## src/rtl/req_arbiter_8.sv

```systemverilog
// Registered 8-way arbiter with fixed-priority or round-robin selection
// and a bounded grant hold time with forced release.
module req_arbiter_8 #(
    parameter int MAX_HOLD = 16,
    parameter int HOLD_W   = 8
) (
    input  logic       clk,
    input  logic       rst_n,
    input  logic [7:0] req,
    input  logic       mode,
    output logic [7:0] gnt,
    output logic [2:0] gnt_id,
    output logic       gnt_valid,
    output logic       timeout
);

    typedef enum logic {IDLE, GRANT} state_t;

    state_t              state, state_d;
    logic [2:0]          last_id, last_d;
    logic [HOLD_W-1:0]   hold_cnt, hold_d;
    logic [7:0]          gnt_d;
    logic                gnt_valid_d, timeout_d;
    logic [2:0]          start, idx, win;
    logic                found;

    // Descending search from start; round robin puts the last winner last.
    always_comb begin
        start = mode ? last_id - 3'd1 : 3'd7;
        idx   = start;
        win   = start;
        found = 1'b0;
        for (int k = 0; k < 8; k++) begin
            idx = start - 3'(k);
            if (!found && req[idx]) begin
                win   = idx;
                found = 1'b1;
            end
        end
    end

    always_ff @(posedge clk or negedge rst_n) begin
        if (!rst_n) begin
            state     <= IDLE;
            last_id   <= '0;
            hold_cnt  <= '0;
            gnt       <= '0;
            gnt_valid <= 1'b0;
            timeout   <= 1'b0;
        end else begin
            state     <= state_d;
            last_id   <= last_d;
            hold_cnt  <= hold_d;
            gnt       <= gnt_d;
            gnt_valid <= gnt_valid_d;
            timeout   <= timeout_d;
        end
    end

    always_comb begin
        state_d = state;
        last_d  = last_id;
        hold_d  = hold_cnt;
        unique case (state)
            IDLE: begin
                if (found) begin
                    state_d = GRANT;
                    last_d  = win;
                    hold_d  = '0;
                end
            end
            GRANT: begin
                if (!req[last_id]) begin
                    state_d = IDLE;
                end else if (hold_cnt == HOLD_W'(MAX_HOLD - 1)) begin
                    state_d = IDLE;
                end else begin
                    hold_d = hold_cnt + 1'b1;
                end
            end
            default: state_d = IDLE;
        endcase
    end

    always_comb begin
        gnt_valid_d = (state_d == GRANT);
        gnt_d       = gnt_valid_d ? (8'b1 << last_d) : 8'b0;
        timeout_d   = (state == GRANT) && (state_d == IDLE) && req[last_id];
    end

    assign gnt_id = last_id;

endmodule

```

## config.mk

```make
export PLATFORM = sky130hd
export DESIGN_NAME = req_arbiter_8
export DESIGN_NICKNAME = d
export VERILOG_FILES = /design/src/rtl/req_arbiter_8.sv
export SDC_FILE = /design/constraint.sdc
export NUM_CORES = 1
export LEC_CHECK = 0
export ABC_CLOCK_PERIOD_IN_PS = 8850
export CAP_MARGIN = 20
export CORE_ASPECT_RATIO = 1.1
export CORE_UTILIZATION = 52
export CTS_CLUSTER_DIAMETER = 200
export DETAILED_ROUTE_END_ITERATION = 10
export HOLD_SLACK_MARGIN = 0.05
export PLACE_DENSITY = 0.76
export SLEW_MARGIN = 20
export SYNTH_ARGS = -nofsm -noshare
export SYNTH_HDL_FRONTEND = slang
export SYNTH_SLANG_ARGS = --single-unit
```

## constraint.sdc

```tcl
create_clock -name clk -period 8.85 [get_ports clk]
set_clock_uncertainty 0.15 [all_clocks]
set_input_delay 1.3275 -clock clk [delete_from_list [all_inputs] [get_ports clk]]
set_output_delay 1.3275 -clock clk [all_outputs]
set_load 0.01 [all_outputs]
```

Word level (Yosys, flattened, before mapping):

Index checks and enable logic that the tools add are counted.

* reductions and logical operators: 17
* equal/unequal tests: 4
* magnitude comparators: 9
* bitwise gates (word level): 2
* mux-type cells: 45
* shift operators: 1
* add/sub/neg operators: 9

Operator list (count)
* 3-bit by 4-bit < comparator with 1-bit output (second input constant): 9
* 8-bit two-way mux: 4
* 3-bit two-way mux: 10
* 1-bit binary-select mux with 3-bit select: 9
* 1-bit two-way mux: 20
* 8-bit case mux with 2 select lines: 1
* 3-bit subtractor (second input constant): 4
* 1-bit logical AND: 9
* 8-bit by 1-bit adder with 8-bit output (second input constant): 1
* 8-bit by 4-bit equality test with 1-bit output (second input constant): 1
* 1-bit by 3-bit << shifter with 8-bit output (first input constant): 1
* 1-bit logical NOT: 7
* 3-bit by 1-bit subtractor with 3-bit output (second input constant): 2
* 3-bit by 2-bit subtractor with 3-bit output (second input constant): 2
* 2-bit != test (second input constant): 2
* 3-bit AND reduction: 1
* 2-bit by 1-bit != test with 1-bit output (second input constant): 1
* 1-bit inverter: 2
* 1-bit case mux with 2 select lines: 1

* output and inout port bits: 13
* word-level logic and storage cells: 92
* bits of input ports: 11
* register bits after elaboration: 21

Logic depth before layout (Yosys ltp):

* depth after elaboration: 31
* gate-level depth with buffers: 15
* gate-level depth less buffers: 13

Worst setup path after synthesis:

OpenSTA, ideal clock, no wires.

* kind: input-to-reg
* from: input mode
* to: register gnt[2]
* setup slack: 4303 ps
* buffers on the path: 3
* cell stages on the path: 14
* data required time: 8599 ps
* arrival time: 4296 ps
* setup time: 101 ps
* cells stage by stage: buf_2 > nand2_1 > buf_4 > inv_1 > ha_1 > or3_1 > nand2_1 > mux4_2 > o21ai_0 > a31oi_1 > o22a_1 > o32a_1 > buf_2 > nor4_1

* longest elaborated chain between the ends: 29
* elaborated cells on any way between the ends: 59
* those cells by class: 7 x add/sub; 1 x shift; 37 x mux; 14 x reduce/logical

RTL lines
* start, declared: RTL line 10 `input logic mode,`
* 3-bit two-way mux (*): RTL line 29 `start = mode ? last_id - 3'd1 : 3'd7;`
* parallel branches: the longest is 24 deep, another holds 3-bit by 1-bit subtractor with 3-bit output
* 3-bit two-way mux (*): RTL line 66 `if (found) begin`
* 3-bit two-way mux (*): RTL line 64 `unique case (state)`
* via last_d[2]: RTL line 20 `logic [2:0] last_id, last_d;`
* 1-bit by 3-bit << shifter with 8-bit output (*): RTL line 87 `gnt_d = gnt_valid_d ? (8'b1 << last_d) : 8'b0;`
* 8-bit two-way mux (*): RTL line 87
* via gnt_d[2]: RTL line 22 `logic [7:0] gnt_d;`
* end signal, assigned: RTL line 54 `gnt <= gnt_d;`
* end, declared: RTL line 11 `output logic [7:0] gnt,`

Mark *: on every way through the listed nets, which the timed path passes. The select of a mux whose other input is x is not followed.
A chain may end at the register's enable or synchronous reset.

Final worst setup path:

* from: input mode
* to: register gnt[4]

Same word-level chain as after synthesis.

==> results.md <==
* Max Slew Vio Count at 0
* FF+latch count, synth at 21
* XOR/XNOR Fraction of Synth Area at 0.0640
* Actual transition at the worst max-transition pin at 0.882 ns
* Synth cell count leaders: dfrtp_1 (21), nand2_1 (18), mux2i_1 (17), nor2_1 (16), inv_1 (12)
* Post_cts resized at 0
* Finish-stage setup viols at 0
* Worst path cell trace: clkdlybuf4s50_1 > nand2_1 > inv_1 > ha_1 > or3_1 > nand2_1 > mux4_2 > nand4_4 > o31a_1 > a21oi_2 > xor2_2 > and4bb_1
* DP Area at 2120 µm²
* Postcts setup bufs at 0
* Cell area after layout at 2140 µm²
* Simple-gate portion of the synthesized area at 0.230
* Gr usage total at 0.243
* Switching share of power at 0.507
* Layout Nets at 230
* Largest cells by area after synthesis: dfrtp_1 (28%), mux2i_1 (9.2%), mux4_2 (7.3%), nand2_1 (3.6%), xor2_1 (3.3%)
* Status: finished, final reports clean
* Cell Int Power at 0.000408 W
* Final Non-Filler Cells at 262
* CP Max Fanout at 13
* Iter 0 DRT Violations at 122
* Clock sink count at 21
* Crit-path most repeated cell: nand2_1
* Detailed-placement wirelength estimate at 3300 µm
* Fin Setup TNS at 0 ns
* Share of cells above drive strength 1 at 0.136
* Unrepaired setup endpoints after global routing: false
* DR WL/cell at 15.9 µm
* Total CTS buffers at 3
* Syn_area_per_cell at 9.62 µm²
* Most common cell in the netlist: dfrtp_1
* Placed insts at 258
* Syn Nets at 208
* Critical Path Slowest Stage Cell: mux4_2
* Vias post-DR at 1591
* Area Growth Syn to Fin at 15.4%
* Final hold violations at 0
* Die H at 64.7 µm
* Worst skew pair latency at 0.29 ns
* CTS H-tree lvls at 1
* First-pass GRT wire length at 7120 µm
* Vias in the first global route at 1529
* Core ar. at 3390 µm²
* Clock network fraction of total power at 0.052
* Final Wtd Congestion at 0.920
* IO Count at 24
* Synth top area share at 0.283
* CP Capture Type: flip-flop
* Crit path kind: input pin to flip-flop
* Rel. slew slack at 0.410
* Post-synthesis compound-gate area fraction at 0.147
* Number of remaining DRC errors at 0
* Cell Rows at 22
* Register area share after synthesis at 0.283
* Lkg Pwr at 0.946 nW
* Antenna violations before repair at 0
* PortBufs at 23
* Area of the multi-input gates at 1250 µm²
* Pre-Repair DR Iteration Count at 4
* Synth Cell Area at 1860 µm²
* Fin util at 0.633
* Full die area at 3810 µm²
* Antenna diode instance count at 0
* F_max at 189 MHz
* P_sw at 0.000419 W
* Vias per inst at 6.07
* Starting Density at 0.548
* EDFF count, synth at 0
* Mux contribution to synthesized area at 0.207
* Die X at 59.0 µm
* Maximum clock insertion buffer count at 2
* Post-route ant nets at 0
* CP Data Required Time at 8.89 ns
* CTS Root Cell: clkbuf_4
* Crit start category: input pin
* Largest family of logic cells by synthesized area: simple AND/OR/NAND/NOR gates
* Pin count of the biggest net entering global routing at 22
* Crit path time final at 5.28 ns
* FF/Latch Area at 526 µm²
* Synth async-reset ratio at 1.00
* MaxCap Viol Count at 0
* Synthesis Warnings at 0
* Final wirelength at 4170 µm
* CTS clk-pin slew, worst paths at 0.11 ns
* Filler instances at 286
* Post-CTS Hold Fix Bufs at 0
* Top_reg_cell synth: dfrtp_1
* CP max stage delay at 0.62 ns
* Arr. time, crit path at 5.32 ns
* Synth Area in Adders at 0.0270
* Hold Path Class: flip-flop to flip-flop
* Sequential power share at 0.178
* CTS tree: yes
* Tcrit/Tclk final at 0.596
* VDD IR max at 0.000215 V
* Grt total ovfl at 0
* Combinational Power Share at 0.770
* Syn Inst Count at 193
* Synth cell types at 59
* Area leader, netlist: dfrtp_1
* Pwr dens at 386 nW/µm²
==> worst paths after layout <==
path                                           endpoint  slack [ns]                    start  depth (start not counted)
worst max-delay path                   gnt[4]$_DFF_PN0_        3.57                     mode                         12
worst min-delay path            hold_cnt[7]$_DFFE_PN0P_        0.43  hold_cnt[7]$_DFFE_PN0P_                          2
worst max register to register         gnt[4]$_DFF_PN0_        4.51      gnt_id[0]$_DFF_PN0_                         13
worst min register to register  hold_cnt[7]$_DFFE_PN0P_        0.43  hold_cnt[7]$_DFFE_PN0P_                          2
max in group asynchronous              gnt[4]$_DFF_PN0_        6.63                    rst_n                          1
min in group asynchronous       hold_cnt[5]$_DFFE_PN0P_        1.37                    rst_n                          1
==> layer usage <==
layer  vias to the layer above  share of wire  track usage
li1                        771              -            -
met1                       764           0.44        0.315
met2                        47           0.50        0.412
met3                         9          0.036       0.0180
met4                         0          0.021        0.104
met5                         -              0            0
==> cell usage in the layout, fill, tap and decap left out, types with 4 or more instances in the layout <==
cell,netlist,final
a211oi_1,5,5
a21oi_1,6,6
and3_1,4,4
clkdlybuf4s50_1,0,23
dfrtp_1,21,21
ha_1,4,4
inv_1,12,12
mux2_2,5,5
mux2i_1,17,17
mux4_2,6,6
nand2_1,18,18
nand3_1,5,5
nor2_1,16,16
o2111ai_1,4,4
o21ai_0,4,4
xor2_1,7,7
==> cells by family (layout without fill, tap and decap cells) <==
family,count (synthesis),in the layout
buffers and inverters,19,40
flip-flops,21,21
AND/OR/NAND/NOR,72,72
AO/OA/AOI/OAI,37,37
XOR/XNOR,11,11
adder cells (fa/ha/maj),4,4
multiplexers,29,29
==> power groups by stage <==
stage	Combinational (W)	Clock [W]	Sequential [W]
floorplan	0.000479	0	0.000153
global placement	0.000613	0	0.000148
detailed placement	0.000629	0	0.000149
CTS	0.000632	0.0000460	0.000147
global route	0.000692	0.0000482	0.000151
finish	0.000636	0.0000434	0.000147
==> state kept, by name, summed over array words and instances, names as in the netlist <==
register,cells
gnt,8
hold_cnt,8
gnt_id,3
state,1
timeout,1
==> metrics by stage <==
stage	worst slack, ns	total power, W	hold slack, ns
CTS	3.61	0.000825	0.436
global placement	3.47	0.000761	0.383
floorplan	4.30	0.000632	0.348
global route	3.28	0.000892	0.481
detailed placement	3.30	0.000778	0.414
finish	3.57	0.000827	0.431
==> worst max-delay path: cells and delay by family <==
kind / cells / cell delay [ns]
AO/OA/AOI/OAI: 2 / 0.58
multiplexers: 1 / 0.62
buffers and inverters: 2 / 0.68
XOR/XNOR: 1 / 0.38
adder cells (fa/ha/maj): 1 / 0.23
AND/OR/NAND/NOR: 5 / 1.48
==> final cells by class <==
class	instances	area share
multi-input cells	153	0.584
repair buffers	23	0.107
flip-flops and latches	21	0.245
well taps	48	0.0280
inverters	13	0.0228
clock buffers	4	0.0123
Power figures use the tool's default switching activity.
==> RTL change, RTL diff (same settings) <==
Put one more register stage on the output `timeout`, with the module's reset. The value now appears one clock later. The other outputs are not delayed to match.
--- a/src/rtl/req_arbiter_8.sv
+++ b/src/rtl/req_arbiter_8.sv
@@ -16,4 +16,6 @@
 
     typedef enum logic {IDLE, GRANT} state_t;
+
+    logic timeout_s0;
 
     state_t              state, state_d;
@@ -47,5 +49,5 @@
             gnt       <= '0;
             gnt_valid <= 1'b0;
-            timeout   <= 1'b0;
+            timeout_s0 <= 1'b0;
         end else begin
             state     <= state_d;
@@ -54,5 +56,5 @@
             gnt       <= gnt_d;
             gnt_valid <= gnt_valid_d;
-            timeout   <= timeout_d;
+            timeout_s0 <= timeout_d;
         end
     end
@@ -91,4 +93,12 @@
     assign gnt_id = last_id;
 
+    always_ff @(posedge clk or negedge rst_n) begin
+        if (!rst_n) begin
+            timeout <= '0;
+        end else begin
+            timeout <= timeout_s0;
+        end
+    end
+
 endmodule
 
Behaviour: no difference found for any inputs over 10 cycles, from zero or initial values and one cycle with rst_n low; that may be too few to reach the edited logic, so the function may still have changed.
==> RTL change against the unedited design <==
- area after synthesis grew 6.2%
- sequential cell count grew 1
- synthesized cell count up 16%
- design area up 5.1%
- critical endpoint is now gnt[6]
- total power rose by 8.8%
- critical path depth decreased by 2
- global-route usage increased by 0.66 points
- routed wire length grew 10%
- sequential share of layout area is 0.087 points lower
- first-iteration DRC count is 12% lower
- setup slack better by 0.14 ns
- maximum frequency up 2.7%
- die area increased by 6.0%
==> RTL change: results <==
[place]
dpl.hpwl_um = 3570
post-place-ws_ns = 3.52

[clocking]
clk_pin_slew_ns = 0.07
cts-root-buf = clkbuf_8
clk_latency_ns = 0.25

[yosys]
synth_nets = 239
netlist_top_cells_area = dfrtp_1 28%, mux2i_1 7.6%, nand2_1 4.2%
yosysSeqAreaShare_pct = 27.9

[global_route]
grt_use_met3_pct = 4.47
grt_pass1_vias = 1652

[setup_path]
slowest_delay_ns = 0.72
cp_slowest_cell = clkdlybuf4s50_1
cp.arrival_ns = 5.13

[detailed_routing]
met3_length_um = 254
wl_met2_um = 2150
vias = 1811
first_iter_violations = 107
wl_um = 4600

[pwr]
comb-power_uw = 687
power_leakage_nw = 0.942
power.switching_uw = 453
powerSeq_uw = 154

[hold_path]
holdPathEnd = timeout
hold_path_depth = 0

[outcome]
outcome = finished, final reports clean
## RTL change: cell types whose count changed in the layout (fill, tap and decap cells not counted), sizes merged, moves of 4 or more
| cell | before | now |
|---|---|---|
| nor3 | 2 | 6 |
| nor2 | 17 | 22 |
| nand2 | 20 | 24 |
| a211oi | 5 | 1 |
| o21ai | 5 | 12 |
| a21oi | 7 | 14 |
| a21boi | 1 | 7 |
| xor2 | 9 | 1 |
| xnor2 | 2 | 8 |
## RTL change: area by class of cell
cell class,count,area (um2)
multi-input cells,183,1330
fillers,322,1370
repair buffers,23,230
clock buffers,3,41.3
well taps,50,62.6
flip-flops and latches,22,551
inverters,10,37.5
## RTL change: cells by family after synthesis
| logic type | synth area share (%) |
|---|---|
| AND/OR/NAND/NOR | 25.5 |
| AO/OA/AOI/OAI | 20.4 |
| multiplexers | 13.9 |
| flip-flops | 27.9 |
| buffers and inverters | 4.57 |
| XOR/XNOR | 5.14 |
| adder cells (fa/ha/maj) | 2.54 |
